$ cat src/rtl/mips_pkg.sv
// Shared MIPS control encodings: opcodes, function codes, ALUOp and ALU_ctrl values,
// plus the payload carried by the main-decoder control register bank.
package mips_pkg;

    localparam int unsigned OP_W     = 6;
    localparam int unsigned FUNCT_W  = 6;
    localparam int unsigned ALUOP_W  = 2;
    localparam int unsigned ALUCTL_W = 3;

    localparam logic [OP_W-1:0] OP_RTYPE = 6'b000000;
    localparam logic [OP_W-1:0] OP_LW    = 6'b100011;
    localparam logic [OP_W-1:0] OP_SW    = 6'b101011;
    localparam logic [OP_W-1:0] OP_BEQ   = 6'b000100;
    localparam logic [OP_W-1:0] OP_ADDI  = 6'b001000;
    localparam logic [OP_W-1:0] OP_J     = 6'b000010;

    localparam logic [FUNCT_W-1:0] F_ADD = 6'b100000;
    localparam logic [FUNCT_W-1:0] F_SUB = 6'b100010;
    localparam logic [FUNCT_W-1:0] F_AND = 6'b100100;
    localparam logic [FUNCT_W-1:0] F_OR  = 6'b100101;
    localparam logic [FUNCT_W-1:0] F_SLT = 6'b101010;

    localparam logic [ALUOP_W-1:0] ALUOP_ADD   = 2'b00;
    localparam logic [ALUOP_W-1:0] ALUOP_SUB   = 2'b01;
    localparam logic [ALUOP_W-1:0] ALUOP_FUNCT = 2'b10;
    localparam logic [ALUOP_W-1:0] ALUOP_RSVD  = 2'b11;

    localparam logic [ALUCTL_W-1:0] ALU_AND = 3'b000;
    localparam logic [ALUCTL_W-1:0] ALU_OR  = 3'b001;
    localparam logic [ALUCTL_W-1:0] ALU_ADD = 3'b010;
    localparam logic [ALUCTL_W-1:0] ALU_SUB = 3'b110;
    localparam logic [ALUCTL_W-1:0] ALU_SLT = 3'b111;

    typedef struct packed {
        logic reg_write;
        logic reg_dst;
        logic alu_src;
        logic branch;
        logic mem_write;
        logic mem_to_reg;
        logic jump;
    } main_ctrl_t;

endpackage

$ cat src/rtl/alu_decoder.sv
// Combinational ALU decoder: ALUOp plus R-type Funct to ALU operation select.
module alu_decoder
    import mips_pkg::*;
(
    input  logic [1:0] aluop_i,
    input  logic [5:0] funct_i,
    output logic [2:0] alu_ctrl_c
);

    always_comb begin
        alu_ctrl_c = ALU_ADD;
        case (aluop_i)
            ALUOP_ADD:  alu_ctrl_c = ALU_ADD;
            ALUOP_SUB:  alu_ctrl_c = ALU_SUB;
            ALUOP_RSVD: alu_ctrl_c = ALU_ADD;
            ALUOP_FUNCT: begin
                // Unknown function codes fall back to add
                case (funct_i)
                    F_ADD:   alu_ctrl_c = ALU_ADD;
                    F_SUB:   alu_ctrl_c = ALU_SUB;
                    F_AND:   alu_ctrl_c = ALU_AND;
                    F_OR:    alu_ctrl_c = ALU_OR;
                    F_SLT:   alu_ctrl_c = ALU_SLT;
                    default: alu_ctrl_c = ALU_ADD;
                endcase
            end
            default: alu_ctrl_c = ALU_ADD;
        endcase
    end

endmodule

$ cat src/rtl/controller.sv
// Single-cycle MIPS main control unit: opcode decode plus ALU decode, with all
// control outputs registered and cleared by a synchronous active-low reset.
module controller
    import mips_pkg::*;
(
    input  logic       clk,
    input  logic       rst_n,
    input  logic [5:0] op,
    input  logic [5:0] Funct,
    output logic       MemtoReg,
    output logic       MemWrite,
    output logic       Branch,
    output logic       ALUSrc,
    output logic       RegDst,
    output logic       RegWrite,
    output logic       Jump,
    output logic [2:0] ALU_ctrl
);

    main_ctrl_t    ctrl_d;
    main_ctrl_t    ctrl_q;
    logic [1:0]    aluop_c;
    logic [2:0]    alu_ctrl_c;
    logic [2:0]    alu_ctrl_q;

    // Main decoder; unlisted opcodes leave every control deasserted
    always_comb begin
        ctrl_d  = '0;
        aluop_c = ALUOP_ADD;
        case (op)
            OP_RTYPE: begin
                ctrl_d.reg_write = 1'b1;
                ctrl_d.reg_dst   = 1'b1;
                aluop_c          = ALUOP_FUNCT;
            end
            OP_LW: begin
                ctrl_d.reg_write  = 1'b1;
                ctrl_d.alu_src    = 1'b1;
                ctrl_d.mem_to_reg = 1'b1;
            end
            OP_SW: begin
                ctrl_d.alu_src   = 1'b1;
                ctrl_d.mem_write = 1'b1;
            end
            OP_BEQ: begin
                ctrl_d.branch = 1'b1;
                aluop_c       = ALUOP_SUB;
            end
            OP_ADDI: begin
                ctrl_d.reg_write = 1'b1;
                ctrl_d.alu_src   = 1'b1;
            end
            OP_J: begin
                ctrl_d.jump = 1'b1;
            end
            default: ;
        endcase
    end

    alu_decoder u_alu_decoder (
        .aluop_i    (aluop_c),
        .funct_i    (Funct),
        .alu_ctrl_c (alu_ctrl_c)
    );

    // Output register bank; reset wins over decode
    always_ff @(posedge clk) begin
        if (!rst_n) begin
            ctrl_q     <= '0;
            alu_ctrl_q <= ALU_AND;
        end else begin
            ctrl_q     <= ctrl_d;
            alu_ctrl_q <= alu_ctrl_c;
        end
    end

    assign RegWrite = ctrl_q.reg_write;
    assign RegDst   = ctrl_q.reg_dst;
    assign ALUSrc   = ctrl_q.alu_src;
    assign Branch   = ctrl_q.branch;
    assign MemWrite = ctrl_q.mem_write;
    assign MemtoReg = ctrl_q.mem_to_reg;
    assign Jump     = ctrl_q.jump;
    assign ALU_ctrl = alu_ctrl_q;

endmodule

$ cat config.mk
export PLATFORM = sky130hd
export DESIGN_NAME = controller
export DESIGN_NICKNAME = d
export VERILOG_FILES = /design/src/rtl/mips_pkg.sv /design/src/rtl/alu_decoder.sv /design/src/rtl/controller.sv
export SDC_FILE = /design/constraint.sdc
export NUM_CORES = 1
export LEC_CHECK = 0
export CAP_MARGIN = 20
export CORE_UTILIZATION = 32
export DETAILED_ROUTE_END_ITERATION = 12
export MAX_ROUTING_LAYER = met4
export PLACE_DENSITY = 0.76
export SETUP_SLACK_MARGIN = 0.2
export SYNTH_ARGS = -nofsm -noshare
export SYNTH_HDL_FRONTEND = slang
export SYNTH_SLANG_ARGS = --single-unit
$ cat constraint.sdc
create_clock -name clk -period 1.5 [get_ports clk]
set_input_delay 0.45 -clock clk [delete_from_list [all_inputs] [get_ports clk]]
set_output_delay 0.45 -clock clk [all_outputs]
set_load 0.05 [all_outputs]
Yosys cells after proc, flatten, opt, wreduce, memory -nomap -nowiden:

Cells that the tools add are included.

* add/sub/neg operators: 0
* multiply operators: 0
* divide/modulo/power cells: 0
* order comparisons: 0
* equal/unequal tests: 12
* shift operators: 0
* mux-type cells: 10
* bitwise operators: 0
* reductions and logical operators: 5

Operators by type and width (count)
* equality test 6 bit, second input constant: 6
* one-hot mux 3 bit (4 select lines): 1
* one-hot mux 3 bit (3 select lines): 1
* two-way mux 1 bit: 7
* equality test 6 x 2 -> 1 bit, second input constant: 1
* equality test 6 x 3 -> 1 bit, second input constant: 1
* equality test 6 x 4 -> 1 bit, second input constant: 1
* logical NOT 6 bit: 1
* OR reduction 3 bit: 2
* equality test 2 bit, second input constant: 2
* one-hot mux 2 bit (2 select lines): 1
* equality test 2 x 1 -> 1 bit, second input constant: 1
* logical NOT 2 bit: 1
* OR reduction 2 bit: 1

* register bits after elaboration: 10
* bits in latches: 0
* memory bits (writable): 0
* ROM bits: 0
* output and inout port bits: 10
* memories: 0

Longest topological paths before layout:

* depth in word-level cells: 5
* gate-level depth with buffers: 7

Modules after synthesis:

A second synthesis with hierarchy kept.

* cell total of the unflattened synthesis: 45
* area, all modules: 461.7 µm²

By module, submodules not included
* controller: instances 1, cells each 31, area an instance 342.8 µm²
* alu_decoder: instances 1, cells each 14, area an instance 118.9 µm²

Worst setup path before layout:

OpenSTA, ideal clock, no wires.

* path kind: input port to flip-flop
* start point: input port op[5]
* end point: register alu_ctrl_q[1], in the netlist ALU_ctrl[1]
* library setup time: 0.124 ns
* data arrival time: 1.349 ns
* path slack: 0.027 ns
* cell stages on the path: 6
* buffers on the path: 0
* cells stage by stage: nor3_2 > nand2_1 > or2_1 > ha_1 > o21ai_0 > o21ai_0

* longest elaborated chain between the ends: 5

RTL lines
* from (decl): line controller.sv:8 `input logic [5:0] op,`
* equality test 6 x 3 -> 1 bit / logical NOT 6 bit (equally long branches): line controller.sv:30 `case (op)`
* one-hot mux 2 bit (2 select lines) (*): line controller.sv:30
* equality test 2 bit / logical NOT 2 bit (equally long branches): line alu_decoder.sv:12 `case (aluop_i)`
* OR reduction 2 bit (no source line)
* one-hot mux 3 bit (3 select lines) (*): line alu_decoder.sv:12
* to (signal assigned): line controller.sv:73 `alu_ctrl_q <= alu_ctrl_c;`
* to (decl): line controller.sv:24 `logic [2:0] alu_ctrl_q;`

Every way passes the cells marked *; elsewhere a longest branch is shown, timed or not.
A chain may end at the register's enable or synchronous reset.

Worst setup path after layout:

* start point: input port op[5]
* end point: register alu_ctrl_q[2], in the netlist ALU_ctrl[2]

Same word-level chain as after synthesis.

==> summary.md <==
| Metric | Value |
|---|---|
| Int Power | `479 uW` |
| CTS tree | `yes` |
| EDFF count, synth | `0` |
| DP HPWL | `808 um` |
| Post-route ant nets | `0` |
| Port Buf Inserts | `23` |
| Crit path required time | `1.65 ns` |
| Height of the die | `38.8 um` |
| GRT Util Overall | `16.5%` |
| CTS buffer count | `3` |
| Initial core utilization | `36.5%` |
| Initial antenna violation count | `0` |
| First-pass GRT wire length | `1.66 mm` |
| Initial DRT Pass Iterations | `4` |
| Worst path cell trace | `buf_6, nor3_4, nand3_2, ha_4, nor2_2, a41oi_2, nor2b_1` |
| Gate Count Post-Synth | `47` |
| Cell Area, Synth | `433 um2` |
| Vias in the first global route | `382` |
| Post-route minimum period | `1.37 ns` |
| Unrepaired setup endpoints after global routing | `yes` |
| CP Capture Type | `flip-flop` |
| CP max stage cell | `ha_4` |
| Yosys cell types | `24` |
| Syn Area/Cell | `9.21 um2` |
| Post-Route WL | `1.10 mm` |
| Clock tree sinks | `10` |
| CTS max path bufs | `2` |
| Fin crit share | `91.3%` |
| Routed vias/inst | `4.87` |
| Final core occ | `76.8%` |
| Gate power share | `18.1%` |
| Final setup viols | `0` |
| Pwr/cell area | `678 nW/um2` |
| ANT cells | `0` |
| Via count | `463` |
| Largest net degree at the start of global routing | `7` |
| Warnings from Yosys | `0` |
| Sw frac | `22.5%` |
| Max_slew headroom | `81.1%` |
| Final net count | `98` |
| H-tree depth | `1` |
| Async S/R FF share, synth | `0%` |
| Clock group share of total power | `37.9%` |
| Slew @ Worst Pin | `0.279 ns` |
| Fin Hold WS | `0.470 ns` |
| RePlAce Congestion | `0.816` |
| CP max FO | `3` |
| Reg power frac | `44.0%` |
| Layout cell share with drive strength beyond 1 | `51.9%` |
| Leakage power | `0.368 nW` |
| Root buf cell | `clkbuf_4` |
| Switching pwr | `139 uW` |
| Max-Cap Viols | `0` |
| Synth-to-Final Area Change | `110%` |
| CTS Hold Bufs | `0` |
| Initial DRC count | `13` |
| Slowest Stage Delay on Critical Path | `0.31 ns` |
| CTS clk-pin slew, worst paths | `0.06 ns` |
| Syn_nets | `63` |
| DIE WIDTH | `38.8 um` |
| Core area | `1190 um2` |
| Worst Setup Start Kind | `input port` |
| Std-Cell Rows | `12` |
| I/O pins | `24` |
| Drc violations | `0` |
| WS Path Type | `input port to flip-flop` |
| #FFs+latches synth | `10` |
| Outcome | `complete, no violations` |
| Worst vdd ir | `0.317 mV` |
| Final global-route overflow total | `0` |
| Wire per inst | `11.5 um` |
| Max-slew violations | `0` |
| Final Hold Viols | `0` |
| Critical Path AT | `1.52 ns` |
| Worst min path class | `input port to flip-flop` |
| Die ar. | `1500 um2` |
| Ys flop type | `dfxtp_1` |
| Seq/Total Area, Yosys | `46.2%` |
| Max Clk Rate | `730 MHz` |
==> sequential cells by signal, indices dropped and copies added (netlist names) <==
| name | cells |
|---|---|
| ALU_ctrl | 3 |
| ALUSrc | 1 |
| Branch | 1 |
| Jump | 1 |
| MemWrite | 1 |
| MemtoReg | 1 |
| RegWrite | 1 |
| RegDst | 1 |
==> layout by cell type (no fill, tap or decap), types with 2 or more instances in the layout <==
master | netlist | final
buf_12 | 0 | 10
buf_4 | 0 | 7
buf_6 | 0 | 2
clkbuf_4 | 0 | 3
clkdlybuf4s50_1 | 0 | 6
dfxtp_1 | 10 | 10
dlygate4sd2_1 | 0 | 2
inv_1 | 2 | 2
nand2_1 | 3 | 2
nand4_1 | 2 | 2
nor2_1 | 7 | 4
nor2_2 | 0 | 2
nor3_1 | 3 | 3
o21ai_1 | 0 | 2
==> worst paths after layout <==
kind | startpoint | end | depth (start not counted)
setup / recovery | op[5] | ALU_ctrl[2]$_SDFF_PN0_ | 7
hold / removal | op[4] | RegWrite$_SDFF_PN0_ | 3
==> repair_timing <==
action,CTS,global route
resized for setup,30,3
setup endpoints to repair,7,3
gates cloned,0,0
pin swaps,5,0
setup buffers,1,1
hold endpoints to repair,0,0
==> power by group through the flow <==
stage	Combinational, mW	Clock, mW	Sequential, mW
2_1_floorplan	0.0233	0	0.289
3_3_place_gp	0.105	0	0.278
3_5_place_dp	0.107	0	0.278
4_1_cts	0.110	0.238	0.272
5_1_grt	0.120	0.245	0.272
6_report	0.112	0.234	0.272
==> cell type report <==
| cell class | instances | area, um2 |
|---|---|---|
| inverters | 3 | 11.3 |
| flip-flops and latches | 10 | 200 |
| multi-input cells | 34 | 272 |
| clock buffers | 4 | 36.3 |
| fillers | 71 | 275 |
| well taps | 14 | 17.5 |
| repair buffers | 30 | 374 |
==> cell usage after synthesis, types with 2 or more instances <==
cell     count  area [um2]
nand2_1      3        11.3
nor3_1       3        15.0
nand4_1      2        12.5
o21ai_0      2        10.0
inv_1        2        7.51
nor2_1       7        26.3
dfxtp_1     10         200
ha_1         2        25.0
==> stage by stage <==
step	setup slack [ns]	setup TNS (ns)	std cells	total power [mW]	area, um2
floorplan	0.113	0	47	0.312	442
CTS	0.176	0	94	0.619	902
global route	0.102	0	95	0.637	911
detailed placement	-0.528	-1.93	89	0.386	827
finish	0.130	0	95	0.618	911
global placement	-0.461	-1.71	89	0.383	827
==> logic make-up after synthesis <==
logic type	count (synthesis)	share of synthesized area [%]
and+or+nand+nor	26	35.8
adders and majority gates	2	5.78
AOI/OAI and AO/OA	6	9.54
buffers and inverters	3	2.60
DFF	10	46.2
==> routing by layer <==
metal | vias up | part of all wire (%) | GRT usage, % | routed length [um]
li1 | 231 | - | - | -
met1 | 213 | 43 | 20.1 | 469
met2 | 19 | 54 | 28.3 | 593
met3 | 0 | 3.0 | 1.73 | 33
met4 | 0 | 0 | 5.17 | 0
met5 | - | 0 | - | 0
==> worst max-delay path: cells and delay by family <==
kind                       cells  cell delay (ns)
adders and majority gates      1             0.31
buffers and inverters          1             0.10
and+or+nand+nor                4             0.48
AOI/OAI and AO/OA              1             0.18
(Power assumes the default switching activity.)
